File: config.mk
export PLATFORM = sky130hd
export DESIGN_NAME = pc_parser
export DESIGN_NICKNAME = d
export VERILOG_FILES = /design/src/rtl/pc_parser_pkg.sv /design/src/rtl/pc_word_decode.sv /design/src/rtl/pc_parser.sv
export SDC_FILE = /design/constraint.sdc
export NUM_CORES = 1
export LEC_CHECK = 0
export CORE_AREA = 2 2 474 476
export CTS_BUF_LIST = sky130_fd_sc_hd__clkbuf_2
export DETAILED_ROUTE_END_ITERATION = 8
export DIE_AREA = 0 0 476 478
export MAX_ROUTING_LAYER = met4
export PLACE_DENSITY_LB_ADDON = 0.1
export SLEW_MARGIN = 20
export SYNTH_ARGS = -nofsm -noshare
export SYNTH_HDL_FRONTEND = slang
export SYNTH_SLANG_ARGS = --single-unit
File: constraint.sdc
create_clock -name clk -period 8 [get_ports clk]
set_input_delay 2 -clock clk [delete_from_list [all_inputs] [get_ports clk]]
set_output_delay 2 -clock clk [all_outputs]
set_load 0.02 [all_outputs]
File: src/rtl/pc_parser_pkg.sv
// Shared definitions for the PC word parser: default widths, field offsets
// and the word classification used by both the parser and the config stage.
package pc_parser_pkg;

  localparam int NPCIN_DEFAULT   = 24;
  localparam int NBDDATA_DEFAULT = 21;
  localparam int NCONF_DEFAULT   = 16;
  localparam int NREG_DEFAULT    = 32;
  localparam int NCHAN_DEFAULT   = 8;

  // Field positions are given as offsets below the word MSB so they scale with NPCin
  localparam int TYPE_OFS = 1;
  localparam int SEL_OFS  = 2;
  localparam int ID_OFS   = 3;

  typedef enum logic [1:0] {
    BD_WORD   = 2'd0,
    REG_WORD  = 2'd1,
    CHAN_WORD = 2'd2
  } word_type_e;

  function automatic word_type_e classifyWord(input logic typeBit, input logic selBit);
    if (!typeBit) begin
      return BD_WORD;
    end
    return selBit ? CHAN_WORD : REG_WORD;
  endfunction

endpackage

File: src/rtl/pc_word_decode.sv
// Combinational field extraction and classification of one host word.
module pc_word_decode
  import pc_parser_pkg::*;
#(
  parameter int NPCin   = NPCIN_DEFAULT,
  parameter int NBDdata = NBDDATA_DEFAULT,
  parameter int Nconf   = NCONF_DEFAULT
) (
  input  logic [NPCin-1:0]        word_i,
  output word_type_e              type_o,
  output logic [NPCin-3-Nconf:0]  id_o,
  output logic [Nconf-1:0]        data_o,
  output logic [NBDdata-1:0]      bdData_o
);

  localparam int Nid = NPCin - 2 - Nconf;

  assign type_o   = classifyWord(word_i[NPCin-TYPE_OFS], word_i[NPCin-SEL_OFS]);
  assign id_o     = word_i[NPCin-ID_OFS -: Nid];
  assign data_o   = word_i[Nconf-1:0];
  assign bdData_o = word_i[NBDdata-1:0];

endmodule

File: src/rtl/pc_parser.sv
// First-level split of host words into BD passthrough, config register
// writes and config channel tokens.
module pc_parser
  import pc_parser_pkg::*;
#(
  parameter int NPCin   = NPCIN_DEFAULT,
  parameter int NBDdata = NBDDATA_DEFAULT,
  parameter int Nconf   = NCONF_DEFAULT,
  parameter int Nreg    = NREG_DEFAULT,
  parameter int Nchan   = NCHAN_DEFAULT
) (
  input  logic                     clk,
  input  logic                     reset,
  input  logic                     pc_in_v,
  input  logic [NPCin-1:0]         pc_in_d,
  output logic                     pc_in_a,
  output logic                     bd_out_v,
  output logic [NBDdata-1:0]       bd_out_d,
  input  logic                     bd_out_a,
  output logic [Nchan-1:0]         conf_chan_v,
  output logic [Nchan*Nconf-1:0]   conf_chan_d,
  input  logic [Nchan-1:0]         conf_chan_a,
  output logic [Nreg*Nconf-1:0]    conf_reg_out,
  input  logic [Nreg*Nconf-1:0]    conf_reg_reset_vals
);

  localparam int Nid = NPCin - 2 - Nconf;

  word_type_e            wordType;
  logic [Nid-1:0]        wordId;
  logic [Nconf-1:0]      wordData;
  logic [NBDdata-1:0]    bdData;
  logic [31:0]           idIndex;
  logic                  regHit;
  logic                  chanHit;
  logic                  chanAck;
  logic                  regWrite;
  logic [Nreg*Nconf-1:0] regs_q;
  logic [Nreg*Nconf-1:0] regs_d;

  pc_word_decode #(
    .NPCin  (NPCin),
    .NBDdata(NBDdata),
    .Nconf  (Nconf)
  ) u_decode (
    .word_i  (pc_in_d),
    .type_o  (wordType),
    .id_o    (wordId),
    .data_o  (wordData),
    .bdData_o(bdData)
  );

  assign idIndex = 32'(wordId);
  assign regHit  = (wordType == REG_WORD)  && (idIndex < 32'(Nreg));
  assign chanHit = (wordType == CHAN_WORD) && (idIndex < 32'(Nchan));

  always_comb begin
    chanAck = 1'b0;
    for (int i = 0; i < Nchan; i++) begin
      if (idIndex == 32'(i)) begin
        chanAck = conf_chan_a[i];
      end
    end
  end

  // Reset forces every handshake low, so nothing is consumed or forwarded
  always_comb begin
    pc_in_a     = 1'b0;
    bd_out_v    = 1'b0;
    bd_out_d    = '0;
    conf_chan_v = '0;
    conf_chan_d = '0;
    if (!reset) begin
      unique case (wordType)
        BD_WORD: begin
          bd_out_v = pc_in_v;
          bd_out_d = pc_in_v ? bdData : '0;
          pc_in_a  = bd_out_a;
        end
        REG_WORD: begin
          pc_in_a = pc_in_v;
        end
        CHAN_WORD: begin
          pc_in_a = chanHit ? chanAck : pc_in_v;
          for (int i = 0; i < Nchan; i++) begin
            if (chanHit && (idIndex == 32'(i))) begin
              conf_chan_v[i]              = pc_in_v;
              conf_chan_d[i*Nconf +: Nconf] = pc_in_v ? wordData : '0;
            end
          end
        end
        default: begin
          pc_in_a = 1'b0;
        end
      endcase
    end
  end

  assign regWrite = pc_in_v && pc_in_a && regHit;

  always_comb begin
    regs_d = regs_q;
    for (int i = 0; i < Nreg; i++) begin
      if (regWrite && (idIndex == 32'(i))) begin
        regs_d[i*Nconf +: Nconf] = wordData;
      end
    end
  end

  always_ff @(posedge clk) begin
    if (reset) begin
      regs_q <= conf_reg_reset_vals;
    end else begin
      regs_q <= regs_d;
    end
  end

  assign conf_reg_out = regs_q;

endmodule

* After elaboration in Yosys (flattened, before gate mapping)
Index checks and enable logic that the tools add are counted.
** Word-level totals
- Register bits :: 512
** Operators by class
- Mux-type cells :: 72
- Equality and inequality tests :: 33
- $lt $le $gt $ge :: 2
- Reduce and logical (&&, ||, !) cells :: 78
** Operators by type and width (number)
- $mux 16 :: 41
- $mux 512 :: 1
- $mux 128 :: 2
- $eq 6x5->1 const B :: 16
- $reduce_bool 2->1 :: 32
- $mux 21 :: 3
- $eq 6x4->1 const B :: 8
- $logic_and 1x1->1 :: 44
- $logic_not 32->1 :: 1
- $eq 6x3->1 const B :: 4
- $mux 1 :: 20
- $mux 8 :: 2
- $eq 6x2->1 const B :: 2
- $eq 6x1->1 const B :: 1
- $lt 6x4->1 const B :: 1
- $lt 6x6->1 const B :: 1
- $mux 2 :: 2
- $pmux 1 s3 :: 1
- $eq 2x1->1 const B :: 1
- $eq 2x2->1 const B :: 1
- $logic_not 2->1 :: 1

* Depth between registers and ports, before layout
- Word-level depth :: 17
- Depth in mapped cells :: 6
- Mapped depth without buffers :: 4

* Modules after synthesis
From an unflattened synthesis, not the netlist that was laid out.
** Unflattened totals
- Cells, all modules :: 1963
- Area, all modules :: 21858.5 um2
** Modules (own cells, without submodules)
- pc_parser :: sequential area each 15374.7 um2, instances 1, area each 21519.4 um2, cells each 1918
- pc_word_decode :: sequential area each 0.0 um2, instances 1, area each 339.1 um2, cells each 45

* Worst setup path after synthesis
OpenSTA, ideal clock, no wires.
- Kind :: input to output
- Start :: input pc_in_d[17]
- End :: output conf_chan_d[71]
- Arrival time :: 3301 ps
- Stages :: 6
- Slack :: 2699 ps
- Cell sequence :: buf_2 nand2b_1 nor3_1 nor2b_2 buf_2 and2_1
** On the way
- Cells in the longest elaborated chain, start to end :: 6
** Ends and longest elaborated chain
- start, declared :: RTL line pc_parser.sv:15 : input logic [NPCin-1:0] pc_in_d,
- $lt 6x4->1 :: RTL line pc_parser.sv:55 : assign chanHit = (wordType == CHAN_WORD) && (idIndex < 32'(Nchan));
- $logic_and 1x1->1 :: RTL line pc_parser.sv:55
- $logic_and 1x1->1 * :: RTL line pc_parser.sv:86 : if (chanHit && (idIndex == 32'(i))) begin
- $mux 16 * :: RTL line pc_parser.sv:86
- $mux 128 * :: RTL line pc_parser.sv:74 : unique case (wordType)
- $mux 128 * :: RTL line pc_parser.sv:73 : if (!reset) begin
- end, declared :: RTL line pc_parser.sv:21 : output logic [Nchan*Nconf-1:0] conf_chan_d,
Every way passes the cells marked *; elsewhere a longest branch is shown, timed or not.

* Worst setup path after layout
- Start :: input pc_in_d[18]
- End :: output conf_chan_d[113]
Same word-level chain as after synthesis.

==> summary.txt <==
Floorplan
  – CORE AREA: 0.223 sq mm
  – Y dimension of the die: 478 um
  – Die extent in x: 476 um
  – Floorplan die area: 0.228 sq mm
  – Top-Level Pins: 1219
  – Rows: 174
  – Starting density of the core: 9.62%

Timing
  – Number of endpoints failing setup at the final stage: 0
  – Hold violation total from the final report: 0
  – Clock period minus final worst setup slack: 7.02 ns
  – Highest achievable clock rate: 142 MHz
  – Max Slew Vio Count: 0
  – Slew @ Worst Pin: 1.11 ns
  – RSZ-0062 raised after global routing: false
  – Max-slew headroom: 25.9%
  – Post-Route Setup TNS: 0 ns
  – Final hold slack: 0.903 ns
  – Final period utilization: 87.8%

Power
  – Leakage: 15.5 nW
  – Worst voltage drop across the vdd grid: 0.124 mV
  – Power density of the placed cells: 190 mW/mm^2

Global routing
  – Number of global-route vias before repair: 22000
  – Largest net degree at the start of global routing: 146
  – Global-route wire length before repair: 230 mm
  – Global route total overflow: 0
  – Gr usage total: 16.1%
  – Initial antenna violation count: 97

Worst setup path
  – Data required time at the worst endpoint: 6.00 ns
  – Critical Path Sink Type: primary output
  – Maximum fanout count along the critical path: 17
  – WS Path Type: primary input to primary output
  – Nature of the critical path startpoint: primary input
  – Critical path arrival: 5.02 ns
  – CP startpoint: pc_in_d[18]

Layout
  – Commonest non-fill, non-tap cell in the layout: sky130_fd_sc_hd__clkdlybuf4s50_1
  – Growth of design area from synthesis to finish: 82.9%
  – Proportion of layout cells with a drive suffix above 1: 11.2%
  – Fin util: 17.6%
  – Total number of nets in the final design: 3797
  – Number of flip-flops under the largest register name: 512
  – Leading cell types in the layout, fill and taps excluded: sky130_fd_sc_hd__clkdlybuf4s50_1 (1212), sky130_fd_sc_hd__nand2_1 (1025), sky130_fd_sc_hd__edfxtp_1 (512), sky130_fd_sc_hd__clkbuf_2 (252), sky130_fd_sc_hd__and2_1 (150)

Min path
  – Worst hold path type: primary input to flip-flop
  – Hold_sp: reset

Clock network
  – CTS clock-pin slew for the worst setup and hold paths: 0.09 ns
  – Total clock sinks: 512
  – Maximum buffer depth of the clock tree: 3
  – # resized after CTS: 0
  – Inserted Clock Buffers: 174
  – Clock root buffer: sky130_fd_sc_hd__clkbuf_2
  – # Post-CTS Setup Buffers: 0
  – Hold-fix buffer count after cts: 0
  – H-tree levels: 4
  – TritonCTS clock tree: yes

Synth
  – Number of distinct library cells after synthesis: 38
  – Post-synthesis sequential area ratio: 71.6%
  – Syn_nets: 2470
  – Syn Std Cell Area: 0.0215 sq mm
  – Post-synthesis async set-or-reset flop share: 0%
  – Count of flip-flops with a built-in enable after synthesis: 512
  – Number of register bits inferred by synthesis: 512
  – Synth Instances: 1922
  – Count of warnings emitted by yosys: 0
  – Average instance area after synthesis: 11.2 sq um
  – Leading register cell type out of synthesis: sky130_fd_sc_hd__edfxtp_1

Routing
  – First-iteration detailed-routing DRC count: 981
  – Ratio of routed vias to standard cells: 3.20
  – Number of detailed-route iterations in the first pass: 6
  – Antenna-violating nets left: 0
  – Post-route DRC violation count: 0
  – Average wire per standard cell: 28.7 um
  – Total detailed-routing wirelength: 184 mm
  – Via total after detailed routing: 20500

Flow run
  – Max cap viols: 0

Outcome
  – Status: finished clean

Placed design
  – Routability-driven placement congestion ratio: 0.759
  – Total of buffers placed on input and output ports: 1218
  – Half-perimeter wire length after detailed placement: 138 mm
[kinds of logic (layout without fill, tap and decap cells)]
group                  after synthesis  after routing  synth area share, %
AND/OR/NAND/NOR                   1237           1237                 24.4
flip-flops                         512            512                 71.6
buffers and inverters              131           1572                 2.44
AO/OA/AOI/OAI                       41             41                 1.45
multiplexers                         1              1               0.0466
other                                0             68                    0
[stage by stage]
stage | power (W) | cell area (sq um) | setup slack [ns] | std cells
after floorplan | 0.00395 | 21500 | 2.70 | 1922
after global placement | 0.00519 | 37600 | 0.958 | 6065
after detailed placement | 0.00518 | 37600 | 0.946 | 6065
after CTS | 0.00773 | 39100 | 0.941 | 6355
after global routing | 0.00789 | 39200 | 0.895 | 6412
final | 0.00747 | 39300 | 0.977 | 6423
[per-layer routing]
metal | up-vias | track usage [%] | routed length [um]
met5 | - | - | 0
met4 | 0 | 5.89 | 6000
met3 | 263 | 6.77 | 19600
met2 | 1158 | 26.4 | 88000
met1 | 9942 | 17.3 | 70500
li1 | 9176 | - | -
[where the power goes]
part	switching (W)	internal, W	total [W]
logic	0.00100	0.000726	0.00173
registers	0.0000880	0.00324	0.00333
clock network	0.00149	0.000916	0.00240
[worst paths after layout]
check                end  cells past startpoint  slack [ns]
max     conf_chan_d[113]                      7        0.98
min    conf_reg_out[416]                      3        0.90
[final cells by class]
cell class | instances | area (sq um)
Timing Repair Buffer | 1281 | 12700
Fill cell | 25000 | 184000
Sequential cell | 512 | 15400
Multi-Input combinational cell | 1279 | 5760
Inverter | 1 | 3.75
Antenna cell | 68 | 170
Clock inverter | 38 | 251
Tap cell | 2992 | 3740
Clock buffer | 252 | 1260
[cell usage after synthesis (4+ instances only)]
library cell | instances | area share (%)
sky130_fd_sc_hd__a21o_1 | 20 | 0.70
sky130_fd_sc_hd__a21oi_1 | 4 | 0.093
sky130_fd_sc_hd__a41o_1 | 6 | 0.28
sky130_fd_sc_hd__and2_1 | 150 | 4.4
sky130_fd_sc_hd__buf_1 | 6 | 0.10
sky130_fd_sc_hd__buf_2 | 20 | 0.47
sky130_fd_sc_hd__clkbuf_1 | 102 | 1.8
sky130_fd_sc_hd__edfxtp_1 | 512 | 72
sky130_fd_sc_hd__nand2_1 | 1025 | 18
sky130_fd_sc_hd__nand2b_1 | 23 | 0.67
sky130_fd_sc_hd__nor2_1 | 5 | 0.087
sky130_fd_sc_hd__nor2b_2 | 6 | 0.24
sky130_fd_sc_hd__nor3_1 | 6 | 0.14
sky130_fd_sc_hd__o21bai_1 | 6 | 0.21
[critical path, stage by stage]
cell and delay [ns]:
sky130_fd_sc_hd__clkdlybuf4s50_1 0.92, sky130_fd_sc_hd__buf_4 0.28, sky130_fd_sc_hd__and4b_1 0.32, sky130_fd_sc_hd__nor2b_4 0.17, sky130_fd_sc_hd__buf_4 0.40, sky130_fd_sc_hd__and2_1 0.20, sky130_fd_sc_hd__clkdlybuf4s50_1 0.61
(Power assumes the default switching activity.)
